## config.mk

```make
export PLATFORM = sky130hd
export DESIGN_NAME = l1d_evict_wb_buf
export DESIGN_NICKNAME = d
export VERILOG_FILES = /design/src/rtl/l1d_evict_wb_buf_pkg.sv /design/src/rtl/l1d_evict_wb_buf_line_entry.sv /design/src/rtl/l1d_evict_wb_buf.sv
export SDC_FILE = /design/constraint.sdc
export NUM_CORES = 1
export LEC_CHECK = 0
export CORE_MARGIN = 3
export CORE_UTILIZATION = 45
export DETAILED_ROUTE_END_ITERATION = 8
export PLACE_DENSITY = 0.67
export SYNTH_ARGS = -nofsm -noshare
export SYNTH_HDL_FRONTEND = slang
export SYNTH_SLANG_ARGS = --single-unit
```

## constraint.sdc

```tcl
create_clock -name clk -period 3.6 [get_ports clk]
set_input_delay 0.72 -clock clk [delete_from_list [all_inputs] [get_ports clk]]
set_output_delay 0.72 -clock clk [all_outputs]
set_load 0.02 [all_outputs]
```

## src/rtl/l1d_evict_wb_buf_pkg.sv

```systemverilog
// Shared L1D geometry, evict request / write-back payload layouts and the
// per-buffer lifecycle states used by the evict write-back buffer.
package l1d_evict_wb_buf_pkg;

  localparam int L1D_TAG_WIDTH       = 20;
  localparam int L1D_INDEX_WIDTH     = 6;
  localparam int L1D_OFFSET_WIDTH    = 2;
  localparam int L1D_WAY_WIDTH       = 2;
  localparam int L1D_DATA_WIDTH      = 64;
  localparam int L1D_LINE_BEATS      = 1 << L1D_OFFSET_WIDTH;
  localparam int L1D_EVICT_BUF_DEPTH = 2;

  typedef struct packed {
    logic [L1D_TAG_WIDTH-1:0]    tag;
    logic [L1D_WAY_WIDTH-1:0]    way;
    logic [L1D_INDEX_WIDTH-1:0]  index;
    logic [L1D_OFFSET_WIDTH-1:0] offset;
    logic                        rd_last;
  } pack_l1d_mshr_evict_req_pld;

  typedef struct packed {
    logic [L1D_TAG_WIDTH-1:0]    tag;
    logic [L1D_INDEX_WIDTH-1:0]  index;
    logic [L1D_OFFSET_WIDTH-1:0] offset;
    logic [L1D_DATA_WIDTH-1:0]   data;
    logic                        last;
  } pack_l1d_evict_wb_pld;

  typedef enum logic [1:0] {
    FREE    = 2'd0,
    FILLING = 2'd1,
    FULL    = 2'd2
  } l1d_evict_buf_state_t;

endpackage

```

## src/rtl/l1d_evict_wb_buf_line_entry.sv

```systemverilog
// One victim line buffer: lifecycle state, header captured on allocation,
// and a beat array with one write port and one read mux.
module l1d_evict_line_entry
  import l1d_evict_wb_buf_pkg::*;
#(
  parameter int DATA_WIDTH = L1D_DATA_WIDTH
) (
  input  logic                        clk,
  input  logic                        rst,
  input  logic                        i_alloc,
  input  logic [L1D_TAG_WIDTH-1:0]    i_tag,
  input  logic [L1D_INDEX_WIDTH-1:0]  i_index,
  input  logic [L1D_WAY_WIDTH-1:0]    i_way,
  input  logic [L1D_OFFSET_WIDTH-1:0] i_start_off,
  input  logic                        i_wr_en,
  input  logic [L1D_OFFSET_WIDTH-1:0] i_wr_slot,
  input  logic [DATA_WIDTH-1:0]       i_wr_data,
  input  logic                        i_wr_done,
  input  logic                        i_free,
  input  logic [L1D_OFFSET_WIDTH-1:0] i_rd_slot,
  output l1d_evict_buf_state_t        o_state,
  output logic [L1D_TAG_WIDTH-1:0]    o_tag,
  output logic [L1D_INDEX_WIDTH-1:0]  o_index,
  output logic [L1D_WAY_WIDTH-1:0]    o_way,
  output logic [L1D_OFFSET_WIDTH-1:0] o_start_off,
  output logic [DATA_WIDTH-1:0]       o_rd_data
);

  l1d_evict_buf_state_t r_state;
  l1d_evict_buf_state_t w_state_nxt;
  logic [L1D_TAG_WIDTH-1:0]    r_tag;
  logic [L1D_INDEX_WIDTH-1:0]  r_index;
  logic [L1D_WAY_WIDTH-1:0]    r_way;
  logic [L1D_OFFSET_WIDTH-1:0] r_start_off;
  logic [DATA_WIDTH-1:0]       r_beats [L1D_LINE_BEATS];
  logic                        w_take;

  assign w_take = i_alloc && (r_state == FREE);

  always_ff @(posedge clk) begin
    if (rst) r_state <= FREE;
    else     r_state <= w_state_nxt;
  end

  always_comb begin
    w_state_nxt = r_state;
    case (r_state)
      FREE:    if (i_alloc)   w_state_nxt = FILLING;
      FILLING: if (i_wr_done) w_state_nxt = FULL;
      FULL:    if (i_free)    w_state_nxt = FREE;
      default:                w_state_nxt = FREE;
    endcase
  end

  // Header comes from the first request beat only; later beats of the line leave it alone.
  always_ff @(posedge clk) begin
    if (w_take) begin
      r_tag       <= i_tag;
      r_index     <= i_index;
      r_way       <= i_way;
      r_start_off <= i_start_off;
    end
  end

  always_ff @(posedge clk) begin
    if (i_wr_en) r_beats[i_wr_slot] <= i_wr_data;
  end

  assign o_state     = r_state;
  assign o_tag       = r_tag;
  assign o_index     = r_index;
  assign o_way       = r_way;
  assign o_start_off = r_start_off;
  assign o_rd_data   = r_beats[i_rd_slot];

endmodule

```

## src/rtl/l1d_evict_wb_buf.sv

```systemverilog
// Evict write-back buffer: collects victim lines from the data RAM into a
// ring of line buffers and streams completed lines to the write-back channel.
module l1d_evict_wb_buf
  import l1d_evict_wb_buf_pkg::*;
#(
  parameter int DEPTH      = L1D_EVICT_BUF_DEPTH,
  parameter int DATA_WIDTH = L1D_DATA_WIDTH,
  parameter int RD_LAT     = 2
) (
  input  logic                        clk,
  input  logic                        rst,
  input  logic                        evict_req_vld,
  input  pack_l1d_mshr_evict_req_pld  evict_req_pld,
  output logic                        downstream_evict_rdy,
  input  logic                        ram_rd_vld,
  input  logic [DATA_WIDTH-1:0]       ram_rd_data,
  output logic                        wb_vld,
  input  logic                        wb_rdy,
  output logic [L1D_TAG_WIDTH-1:0]    wb_tag,
  output logic [L1D_INDEX_WIDTH-1:0]  wb_index,
  output logic [L1D_OFFSET_WIDTH-1:0] wb_offset,
  output logic [DATA_WIDTH-1:0]       wb_data,
  output logic                        wb_last
);

  localparam int PW = $clog2(DEPTH);

  logic [PW-1:0]               r_req_ptr, r_fill_ptr, r_drain_ptr;
  logic [L1D_OFFSET_WIDTH-1:0] r_req_cnt, r_fill_cnt, r_drain_cnt;

  l1d_evict_buf_state_t        w_state     [DEPTH];
  logic [L1D_TAG_WIDTH-1:0]    w_tag       [DEPTH];
  logic [L1D_INDEX_WIDTH-1:0]  w_index     [DEPTH];
  logic [L1D_WAY_WIDTH-1:0]    w_way       [DEPTH];
  logic [L1D_OFFSET_WIDTH-1:0] w_start_off [DEPTH];
  logic [DATA_WIDTH-1:0]       w_rd_data   [DEPTH];

  logic w_req_acc, w_alloc, w_fill_done, w_wb_fire, w_wb_done;

  // Requests run ahead of returning data, so allocation follows its own pointer;
  // a new line is only admitted once the entry it will occupy is already free.
  assign downstream_evict_rdy = !rst && ((r_req_cnt != '0) || (w_state[r_req_ptr] == FREE));

  assign w_req_acc   = evict_req_vld && downstream_evict_rdy;
  assign w_alloc     = w_req_acc && (r_req_cnt == '0);
  assign w_fill_done = ram_rd_vld && (&r_fill_cnt);
  assign w_wb_fire   = wb_vld && wb_rdy;
  assign w_wb_done   = w_wb_fire && wb_last;

  always_ff @(posedge clk) begin
    if (rst) begin
      r_req_ptr   <= '0;
      r_req_cnt   <= '0;
      r_fill_ptr  <= '0;
      r_fill_cnt  <= '0;
      r_drain_ptr <= '0;
      r_drain_cnt <= '0;
    end else begin
      if (w_req_acc) begin
        if (evict_req_pld.rd_last) begin
          r_req_cnt <= '0;
          r_req_ptr <= r_req_ptr + 1'b1;
        end else begin
          r_req_cnt <= r_req_cnt + 1'b1;
        end
      end
      if (ram_rd_vld) begin
        r_fill_cnt <= r_fill_cnt + 1'b1;
        if (w_fill_done) r_fill_ptr <= r_fill_ptr + 1'b1;
      end
      if (w_wb_fire) begin
        r_drain_cnt <= r_drain_cnt + 1'b1;
        if (w_wb_done) r_drain_ptr <= r_drain_ptr + 1'b1;
      end
    end
  end

  for (genvar g = 0; g < DEPTH; g++) begin : g_entry
    l1d_evict_line_entry #(.DATA_WIDTH(DATA_WIDTH)) u_entry (
      .clk         (clk),
      .rst         (rst),
      .i_alloc     (w_alloc && (r_req_ptr == PW'(g))),
      .i_tag       (evict_req_pld.tag),
      .i_index     (evict_req_pld.index),
      .i_way       (evict_req_pld.way),
      .i_start_off (evict_req_pld.offset),
      .i_wr_en     (ram_rd_vld && (r_fill_ptr == PW'(g))),
      .i_wr_slot   (r_fill_cnt),
      .i_wr_data   (ram_rd_data),
      .i_wr_done   (w_fill_done && (r_fill_ptr == PW'(g))),
      .i_free      (w_wb_done && (r_drain_ptr == PW'(g))),
      .i_rd_slot   (r_drain_cnt),
      .o_state     (w_state[g]),
      .o_tag       (w_tag[g]),
      .o_index     (w_index[g]),
      .o_way       (w_way[g]),
      .o_start_off (w_start_off[g]),
      .o_rd_data   (w_rd_data[g])
    );
  end

  assign wb_vld    = (w_state[r_drain_ptr] == FULL);
  assign wb_tag    = w_tag[r_drain_ptr];
  assign wb_index  = w_index[r_drain_ptr];
  assign wb_offset = w_start_off[r_drain_ptr] + r_drain_cnt;
  assign wb_data   = w_rd_data[r_drain_ptr];
  assign wb_last   = &r_drain_cnt;

  a_rd_into_free: assert property (@(posedge clk) disable iff (rst)
    ram_rd_vld |-> (w_state[r_fill_ptr] != FREE));
  a_req_without_rdy: assert property (@(posedge clk) disable iff (rst)
    evict_req_vld |-> downstream_evict_rdy);
  a_line_too_long: assert property (@(posedge clk) disable iff (rst)
    (evict_req_vld && (&r_req_cnt)) |-> evict_req_pld.rd_last);
  a_rd_latency: assert property (@(posedge clk) disable iff (rst)
    ram_rd_vld |-> $past(w_req_acc, RD_LAT));
  a_same_victim: assert property (@(posedge clk) disable iff (rst)
    (w_req_acc && (r_req_cnt != '0)) |->
      (evict_req_pld.way == w_way[r_req_ptr]) && (evict_req_pld.tag == w_tag[r_req_ptr]));

endmodule

```

==> summary.md <==
| Metric | Value |
|---|---|
| Outcome | `completed` |
| Worst-Skew Late Latency | `0.62 ns` |
| Boundary pin count | `195` |
| Via count | `9947` |
| Ys async rst share | `0%` |
| Synth Register Bits | `583` |
| WL final | `43500 um` |
| CP arrival | `2.76 ns` |
| Worst-case hold slack | `0.492 ns` |
| Met2 usage | `27.3%` |
| Placed cell area | `0.0251 mm^2` |
| Port Buffers | `192` |
| Initial antenna violation count | `3` |
| Setup crit end | `wb_data[25]` |
| Initial DRT Pass Iterations | `4` |
| Design area | `0.0269 mm^2` |
| Sequential standard cell area | `0.0174 mm^2` |
| Setup violations, final | `0` |
| GPL Wtd Cong | `0.683` |
| Syn Nets | `1031` |
| Die W | `228 um` |
| CTS tree | `yes` |
| Unrepaired setup endpoints after global routing | `false` |
| Pwr dens | `513 mW/mm^2` |
| Grt total ovfl | `0` |
| Layout Cells excl Fill | `1881` |
| Die H | `228 um` |
| Row Count | `80` |
| Crit. End Element | `output pin` |
| CP Max Fanout | `15` |
| Area growth from synthesis to layout | `21.7%` |
| Slew @ Worst Pin | `0.649 ns` |
| Worst VDD drop | `0.373 mV` |
| Clk root buf | `clkbuf_16` |
| Fin util | `55.8%` |
| WL per Instance | `23.1 um` |
| First-pass GRT wire length | `65800 um` |
| Multi-input combinational cell area | `0.00449 mm^2` |
| Worst min-delay path category | `reg2reg` |
| Peak Freq | `0.287 GHz` |
| Synth top area cells | `edfxtp_1, mux4_2, mux2_2, dfxtp_1, buf_6` |
| Max-Cap Viols | `0` |
| Yosys top cell area share | `77.2%` |
| CTS Hold Bufs | `0` |
| Number of fill cells | `3612` |
| CTS sink count | `583` |
| Crit-path cells | `buf_12, buf_12, mux4_2, mux2_2, clkdlybuf4s50_1` |
| CP dominant cell by count | `buf_12` |
| First DRT Iteration DRCs | `660` |
| Critical path required time | `2.88 ns` |
| Buffer levels on the longest clock path | `3` |
| GR met1 Demand/Resource | `23.5%` |
| Vias per cell | `5.29` |
| Relative slew slack | `56.7%` |
| Synth area leader | `edfxtp_1` |
| Post-route ant nets | `0` |
| CP max stage delay | `0.55 ns` |
| Post-synth cell types | `33` |
| Critical Path Start Type | `flop` |
| Final slew viol count | `0` |
| Fin. Hold Viols | `0` |
| Reg2Reg Depth | `5` |
| Setup_tns | `0 ns` |
| Synthesized area per cell | `23.9 um^2` |
| Reg-to-Reg Start | `r_req_cnt[0]` |
| Drt drc | `0` |
| GR peak layer | `met2` |
| Inserted Clock Buffers | `58` |
| Worst Skew | `0.0155 ns` |
| Pleak | `8.52 nW` |
| Layout cell share with drive strength beyond 1 | `29.2%` |
| Post-DP HPWL | `24600 um` |
| H-tree depth | `2` |
| Post-synth EDFFs | `568` |
| Critical R2R Capture | `g_entry[0].u_entry.o_tag[12]` |
| Initial core utilization | `45.9%` |
| Clock transition at path regs | `0.06 ns` |
| Vias in the first global route | `10600` |
| Placed Instances | `1768` |
| Synthesized area | `0.0221 mm^2` |
| Final Cycle Share | `96.8%` |
| Slowest-stage cell, CP | `clkdlybuf4s50_1` |
| Core area | `0.0481 mm^2` |
| Die area | `0.0518 mm^2` |
| Crit Path Class | `reg2out` |
| Ys Warns | `0` |
| M3 GR Usage | `4.38%` |
| Mapped Cells | `924` |
| Largest net degree at the start of global routing | `65` |
| Sequential area share after synthesis | `78.6%` |
| Min Tclk post-route | `3.48 ns` |
| Worst R2R Setup Slack | `1.81 ns` |
| Commonest register cell after synthesis | `edfxtp_1` |
| Final nets | `1285` |
| Gr usage total | `17.0%` |
## cell families after synthesis
logic type	Yosys count	synth area share [%]
multiplexers	228	18.1
AO/OA/AOI/OAI	11	0.323
AND/OR/NAND/NOR	44	1.18
XOR/XNOR	3	0.119
adder cells (fa/ha/maj)	7	0.397
flip-flops	583	78.6
buffers and inverters	48	1.27
## cells in the mapped netlist (4+ instances only)
cell,n
nor2_1,7
clkbuf_1,14
ha_1,7
a31oi_1,5
mux4_2,128
buf_2,6
inv_1,6
and3_1,4
nor2b_1,4
nand2_1,7
dfxtp_1,15
buf_1,8
buf_6,11
nor3_1,4
mux2_2,95
edfxtp_1,568
nand2b_1,4
mux2i_1,5
## per-stage QoR
step / power, W / worst slack [ns]
final: 0.0138 / 0.116
after floorplan: 0.00815 / 0.0511
after global placement: 0.00858 / 0.527
after global routing: 0.0143 / 0.0100
after detailed placement: 0.00860 / 0.533
after CTS: 0.0140 / 0.000376
## layout by cell type, fill, tap and decap left out, types with 3 or more instances in the layout
cell             instances
a31oi_1                  5
clkinv_1                22
or3b_2                   3
mux2i_1                  5
nand3b_1                 3
nor3_1                   3
and2_4                   3
dlygate4sd2_1            9
clkdlybuf4s50_1        165
a21oi_1                  3
buf_12                  15
mux4_2                 128
edfxtp_1               568
and3_4                   4
nor2b_1                  4
nor2_1                   7
dfxtp_4                  3
clkinvlp_4               3
ha_1                     7
mux2_2                  95
dlymetal6s2s_1          18
clkinv_2                 9
clkbuf_1                11
dfxtp_1                 12
inv_1                    5
nand2_1                  7
nand2b_1                 4
clkbuf_16               58
buf_4                   26
## how the worst min path moves through the flow
stage	endpoint	start	cells after the start	slack, ns
6_report	r_req_cnt[1]	r_req_cnt[1]	2	0.49
3_3_place_gp	r_req_cnt[1]	r_req_cnt[1]	2	0.46
5_1_grt	r_req_cnt[1]	r_req_cnt[1]	2	0.55
2_1_floorplan	g_entry[1].u_entry.o_state[0]	g_entry[1].u_entry.o_state[1]	1	0.45
3_5_place_dp	r_req_cnt[1]	r_req_cnt[1]	2	0.48
4_1_cts	r_req_cnt[1]	r_req_cnt[1]	2	0.49
## worst max-delay path: cells and delay by family (launching register included)
kind                   cells  cell delay [ns]
buffers and inverters      3             0.94
DFF                        1             0.44
muxes                      2             0.76
## area by class of cell
type | count | share of cell area [%]
clock buffer | 69 | 5.55
sequential | 583 | 64.6
clock inverter | 36 | 0.666
inverter | 6 | 0.0884
tap | 656 | 3.05
timing repair buffer | 236 | 9.32
multi-input combinational | 293 | 16.7
antenna | 2 | 0.0186
## repair_timing
action / in CTS / in global routing
resized for setup: 9 / 20
pin swaps: 0 / 0
setup buffers: 5 / 1
endpoints found under the setup margin: 53 / 21
gates cloned: 0 / 0
## routing by layer
layer	part of all wire (%)	vias up	wire, um
li1	-	4418	-
met1	43	5206	18900
met2	48	246	20900
met3	6.5	73	2820
met4	1.9	4	845
met5	0.055	-	24
## power breakdown
group | switching, W | total [W] | internal (W) | leakage (nW)
combinational | 0.000399 | 0.000762 | 0.000362 | 2.42
clock | 0.00241 | 0.00534 | 0.00294 | 0.810
sequential | 0.0000403 | 0.00768 | 0.00764 | 5.29
## flip-flops by register name, indices dropped and copies added (netlist names), named ones only
| signal | flops |
|---|---|
| g_entry.u_entry.o_tag | 40 |
| r_drain_ptr | 1 |
| r_req_cnt | 2 |
| r_drain_cnt | 2 |
| g_entry.u_entry.o_start_off | 4 |
| r_fill_ptr | 1 |
| r_req_ptr | 1 |
| g_entry.u_entry.o_state | 4 |
| g_entry.u_entry.r_beats | 512 |
| r_fill_cnt | 2 |
| g_entry.u_entry.o_index | 12 |
Note: power is estimated with default switching activity, not from simulation.
